File: config.mk
export PLATFORM = sky130hd
export DESIGN_NAME = snes_poll_ctrl
export DESIGN_NICKNAME = d
export VERILOG_FILES = /design/src/rtl/snes_poll_ctrl.sv
export SDC_FILE = /design/constraint.sdc
export NUM_CORES = 1
export LEC_CHECK = 0
export CAP_MARGIN = 20
export CORE_MARGIN = 3
export CORE_UTILIZATION = 65
export CTS_CLUSTER_SIZE = 20
export DETAILED_ROUTE_END_ITERATION = 16
export DONT_BUFFER_PORTS = 1
export HOLD_SLACK_MARGIN = 0.15
export PLACE_DENSITY = 0.89
export SYNTH_ARGS = -nofsm -noshare
export SYNTH_HDL_FRONTEND = slang
export SYNTH_SLANG_ARGS = --single-unit
File: constraint.sdc
create_clock -name clk -period 6 [get_ports clk]
set_input_delay 0.6 -clock clk [delete_from_list [all_inputs] [get_ports clk]]
set_output_delay 0.6 -clock clk [all_outputs]
set_load 0.01 [all_outputs]
File: src/rtl/snes_poll_ctrl.sv
`default_nettype none
// ============================================================================
//  Module   : snes_poll_ctrl
//  Brief    : Host-side SNES/NES controller poll engine (latch, serial clock,
//             16-bit capture) with manual and periodic triggering.
//  Revision : 1.0
// ============================================================================
module snes_poll_ctrl #(
    parameter int CLK_DIV     = 72,
    parameter int LATCH_LEN   = 144,
    parameter int POLL_PERIOD = 200000
) (
    input  logic        clk,
    input  logic        reset,
    input  logic        start,
    input  logic        auto_en,
    input  logic        snes_data,
    output logic        snes_latch,
    output logic        snes_clock,
    output logic [15:0] buttons,
    output logic        valid,
    output logic        busy,
    output logic        overrun
);

    localparam int c_PH_MAX  = (CLK_DIV > LATCH_LEN) ? CLK_DIV : LATCH_LEN;
    localparam int c_PH_W    = $clog2(c_PH_MAX);
    localparam int c_PER_W   = $clog2(POLL_PERIOD);

    localparam logic [c_PH_W-1:0]  c_LATCH_LAST = c_PH_W'(LATCH_LEN - 1);
    localparam logic [c_PH_W-1:0]  c_DIV_LAST   = c_PH_W'(CLK_DIV - 1);
    localparam logic [c_PH_W-1:0]  c_PH_ONE     = c_PH_W'(1);
    localparam logic [c_PER_W-1:0] c_PER_LAST   = c_PER_W'(POLL_PERIOD - 1);
    localparam logic [c_PER_W-1:0] c_PER_ONE    = c_PER_W'(1);

    typedef enum logic [2:0] {
        S_IDLE   = 3'd0,
        S_LATCH  = 3'd1,
        S_CLK_LO = 3'd2,
        S_CLK_HI = 3'd3,
        S_DONE   = 3'd4
    } state_t;

    state_t               state_q, state_d;
    logic [c_PH_W-1:0]    ph_cnt_q, ph_cnt_d;
    logic [3:0]           bit_idx_q, bit_idx_d;
    logic [15:0]          shift_q, shift_d;
    logic [c_PER_W-1:0]   per_cnt_q, per_cnt_d;
    logic [1:0]           sync_q;
    logic                 latch_q, latch_d;
    logic                 sclk_q, sclk_d;
    logic [15:0]          buttons_q, buttons_d;
    logic                 valid_q, valid_d;
    logic                 busy_q, busy_d;
    logic                 overrun_q, overrun_d;
    logic                 w_tick;

    // Period timer: the tick coincides with the wrap back to zero.
    assign w_tick = auto_en && (per_cnt_q == c_PER_LAST);

    always_comb begin
        per_cnt_d = per_cnt_q;
        if (!auto_en || w_tick) begin
            per_cnt_d = '0;
        end else begin
            per_cnt_d = per_cnt_q + c_PER_ONE;
        end
    end

    always_comb begin
        state_d   = state_q;
        ph_cnt_d  = ph_cnt_q;
        bit_idx_d = bit_idx_q;
        shift_d   = shift_q;
        overrun_d = overrun_q | (w_tick && (state_q != S_IDLE));

        case (state_q)
            S_IDLE: begin
                if (start || w_tick) begin
                    state_d   = S_LATCH;
                    ph_cnt_d  = '0;
                    bit_idx_d = 4'd0;
                    shift_d   = 16'h0000;
                end
            end
            S_LATCH: begin
                if (ph_cnt_q == c_LATCH_LAST) begin
                    state_d  = S_CLK_LO;
                    ph_cnt_d = '0;
                end else begin
                    ph_cnt_d = ph_cnt_q + c_PH_ONE;
                end
            end
            S_CLK_LO: begin
                if (ph_cnt_q == c_DIV_LAST) begin
                    // Sample just before the controller shifts on the rising edge.
                    shift_d[bit_idx_q] = ~sync_q[1];
                    state_d            = S_CLK_HI;
                    ph_cnt_d           = '0;
                end else begin
                    ph_cnt_d = ph_cnt_q + c_PH_ONE;
                end
            end
            S_CLK_HI: begin
                if (ph_cnt_q == c_DIV_LAST) begin
                    ph_cnt_d = '0;
                    if (bit_idx_q == 4'd15) begin
                        state_d = S_DONE;
                    end else begin
                        bit_idx_d = bit_idx_q + 4'd1;
                        state_d   = S_CLK_LO;
                    end
                end else begin
                    ph_cnt_d = ph_cnt_q + c_PH_ONE;
                end
            end
            S_DONE: begin
                state_d = S_IDLE;
            end
            default: begin
                state_d = S_IDLE;
            end
        endcase
    end

    // Outputs are registered from the next state so they align with it.
    always_comb begin
        latch_d   = (state_d == S_LATCH);
        sclk_d    = (state_d != S_CLK_LO);
        valid_d   = (state_d == S_DONE);
        busy_d    = (state_d != S_IDLE);
        buttons_d = (state_d == S_DONE) ? shift_q : buttons_q;
    end

    always_ff @(posedge clk) begin
        if (!reset) begin
            state_q   <= S_IDLE;
            ph_cnt_q  <= '0;
            bit_idx_q <= 4'd0;
            shift_q   <= 16'h0000;
            per_cnt_q <= '0;
            sync_q    <= 2'b11;
            latch_q   <= 1'b0;
            sclk_q    <= 1'b1;
            buttons_q <= 16'h0000;
            valid_q   <= 1'b0;
            busy_q    <= 1'b0;
            overrun_q <= 1'b0;
        end else begin
            state_q   <= state_d;
            ph_cnt_q  <= ph_cnt_d;
            bit_idx_q <= bit_idx_d;
            shift_q   <= shift_d;
            per_cnt_q <= per_cnt_d;
            sync_q    <= {sync_q[0], snes_data};
            latch_q   <= latch_d;
            sclk_q    <= sclk_d;
            buttons_q <= buttons_d;
            valid_q   <= valid_d;
            busy_q    <= busy_d;
            overrun_q <= overrun_d;
        end
    end

    assign snes_latch = latch_q;
    assign snes_clock = sclk_q;
    assign buttons    = buttons_q;
    assign valid      = valid_q;
    assign busy       = busy_q;
    assign overrun    = overrun_q;

endmodule
`default_nettype wire

==> run metrics <==
Post-Syn Instances=360; commonest non-fill, non-tap cell in the layout=dfxtp_1; Syn Area/Cell=~9.0 sq um; Post-route DRC=0; Crit. Startpoint=ph_cnt_q[0]; Layout area overhead=4.46%; sequential area share after synthesis=between 40 and 50%; Max VDD drop=a little over 0.0002 V; DRT antenna net count=0; outcome=completed; Post-CTS Setup Bufs=0; HP Start=reset; antenna cells=0; Die W=about 76 microns; Fill cells=350; CP Capture Type=flop; CP arrival=around 2.8 ns; Initial Util=67.8%; largest net degree at the start of global routing=23; synth warn=0; Final Hold Fails=0; Reg2Reg Depth=6; most frequent cells in the layout=dfxtp_1 (72), nand2_1 (48), nor2_1 (31), a31oi_1 (19), a21oi_1 (17); worst min path class=in2reg; Clock H-tree levels=3; post-synthesis compound-gate area fraction=between 10% and 20%; min cycle time layout=between 2 and 3 ns; post-DP HPWL=about 4400 microns; Synth top area share=between 40% and 50%; TritonCTS clock tree=yes; synthesized flop and latch total=72; vias per inst=~6; Placer Congestion=approximately 0.85; Final #Nets=~360; leakage=between 0.001 and 0.0015 uW; Tcrit/Tclk final=a little over two fifths; post-synthesis mux area share=less than 1%; Die H=76.4 microns; crit start category=flop; vias post-DR=between 2000 and 3000; largest family of logic cells by synthesized area=simple AND/OR/NAND/NOR gates; post-route core utilization=70.9%; fraction of layout cells with a size suffix above 1=8.71%; Clock Pin Slew Worst Setup and Hold Paths=0.07 ns; Post-synth ARST share=0%; total power=roughly 850 uW; Synth area leaders=dfxtp_1 (45%), nand2_1 (5.6%), a31oi_1 (3.7%); r2r startpoint=ph_cnt_q[0]; Setup-failing EPs final=0; WL final=approximately 6400 microns; Max Cap Viol=0; deepest clock path buffer count=2; global-route wire length before repair=about 11000 microns; RSZ-0062 raised after global routing=no; Congestion Overflow GR=0; CTS buffer count=9; Post-CTS Hold Fix Bufs=0; io pins=26; worst hold path cell count=1; Worst R2R End=buttons[0]; Synth Cell Area=about 3200 sq um; crit-path max FO=17; CP required=approximately 6.3 ns; DRT iter0 DRCs=186; fmax=393 MHz; post-synthesis adder-cell area fraction=approximately 2.3%; Primary FF master, synth=dfxtp_1; Core Region=about 4800 sq um; FP Rows=25; pwr dens=around 250 nW/um^2; initial antenna violation count=0; CTS Sinks=72; setup TNS=0 ns; simple-gate share of the synthesized area=around a quarter; Net Count, Synth=between 300 and 400; Clk Latency, worst-skew pair=approximately 0.35 ns; gr usage total=between 20% and 30%; full die area=slightly below 6000 sq um; Slew @ Worst Pin=approximately 0.87 ns; worst clock skew=about 0.008 ns; Rel. slew slack=between 40% and 50%; Avg WL per Cell=15.1 microns; critical path class=reg2reg; XOR/XNOR Fraction of Synth Area=roughly 5.7%; I/O Buffers=0; Cell variety after synth=52; Resized cells post-CTS=0; CP endpoint=buttons[0]; detailed-router iteration count before antenna repair=4; Max Slew Vio Count=0; vias in the first global route=2466; EDFF count, synth=0; r2r setup slk=roughly 3.5 ns; post-synth top area cell=dfxtp_1; CTS root buffer=clkbuf_8
-- registers in the layout, indices dropped and copies added, names as in the netlist --
name and count:
overrun 1, snes_latch 1, valid 1, bit_idx_q 4
busy 1, buttons 16, sync_q 2, ph_cnt_q 8
shift_q 16, state_q 3, snes_clock 1, per_cnt_q 18
-- where the power goes --
part	internal [uW]	switching, uW
clock	158	178
combinational	7.99	17.3
sequential	481	4.47
total	647	200
-- cells in the mapped netlist, drive strengths merged (4+ instances only) --
cell,instances
nand3,11
a31oi,19
nor4,4
nor2b,4
nand2b,5
xor2,10
o211ai,4
nand2,49
and2,8
buf,11
inv,5
ha,6
dfxtp,72
a21oi,20
xnor2,11
nand4,6
nor3,6
clkbuf,10
nor2,31
and3,13
a211oi,9
and4,5
o21ai,6
a311oi,7
-- worst min-delay path by stage --
stage | endpoint | slack [ns]
CTS | sync_q[0] | 0.31
detailed placement | sync_q[1] | 0.40
global route | sync_q[0] | 0.31
finish | sync_q[0] | 0.32
global placement | sync_q[1] | 0.39
floorplan | sync_q[1] | 0.39
-- per-stage QoR --
step                hold WS, ns  worst slack (ns)  cell area, sq um  instances
finish                    0.316              3.45              3370        423
floorplan                 0.386              4.04              3230        360
global route              0.313              3.26              3370        423
CTS                       0.306              3.46              3370        423
detailed placement        0.397              3.47              3200        407
global placement          0.392              3.63              3200        407
-- critical path: stages, from the launching register on --
cell and delay (ns):
dfxtp_1 0.40, ha_1 0.23, nor4bb_4 0.62, nand2_4 0.08, nor4_4 0.79, nand2_1 0.16
a21oi_1 0.19
-- layer usage --
metal / wire (microns) / track usage, % / vias up / share of wire [%]
li1: - / - / 1267 / -
met1: 2890 / 28.9 / 1188 / 45
met2: 2910 / 37.0 / 73 / 46
met3: 420 / 7.57 / 15 / 6.6
met4: 170 / 12.7 / 0 / 2.7
met5: 0 / 0 / - / 0
-- area by class of cell --
cell class / count / area (sq um) / share of cell area [%]
clock buffers: 10 / 138 / 4.08
clock inverters: 6 / 35.0 / 1.04
inverters: 5 / 18.8 / 0.557
multi-input cells: 262 / 1650 / 48.8
flip-flops and latches: 72 / 1440 / 42.8
well taps: 67 / 83.8 / 2.49
repair buffers: 1 / 7.51 / 0.223
-- cells by family (layout without fill, tap and decap cells) --
| group | Yosys count | after routing |
|---|---|---|
| AO/OA/AOI/OAI | 79 | 79 |
| XOR/XNOR | 21 | 21 |
| adder cells (fa/ha/maj) | 6 | 6 |
| buffers and inverters | 26 | 22 |
| flip-flops | 72 | 72 |
| multiplexers | 2 | 2 |
| AND/OR/NAND/NOR | 154 | 154 |
Power figures use the tool's default switching activity.
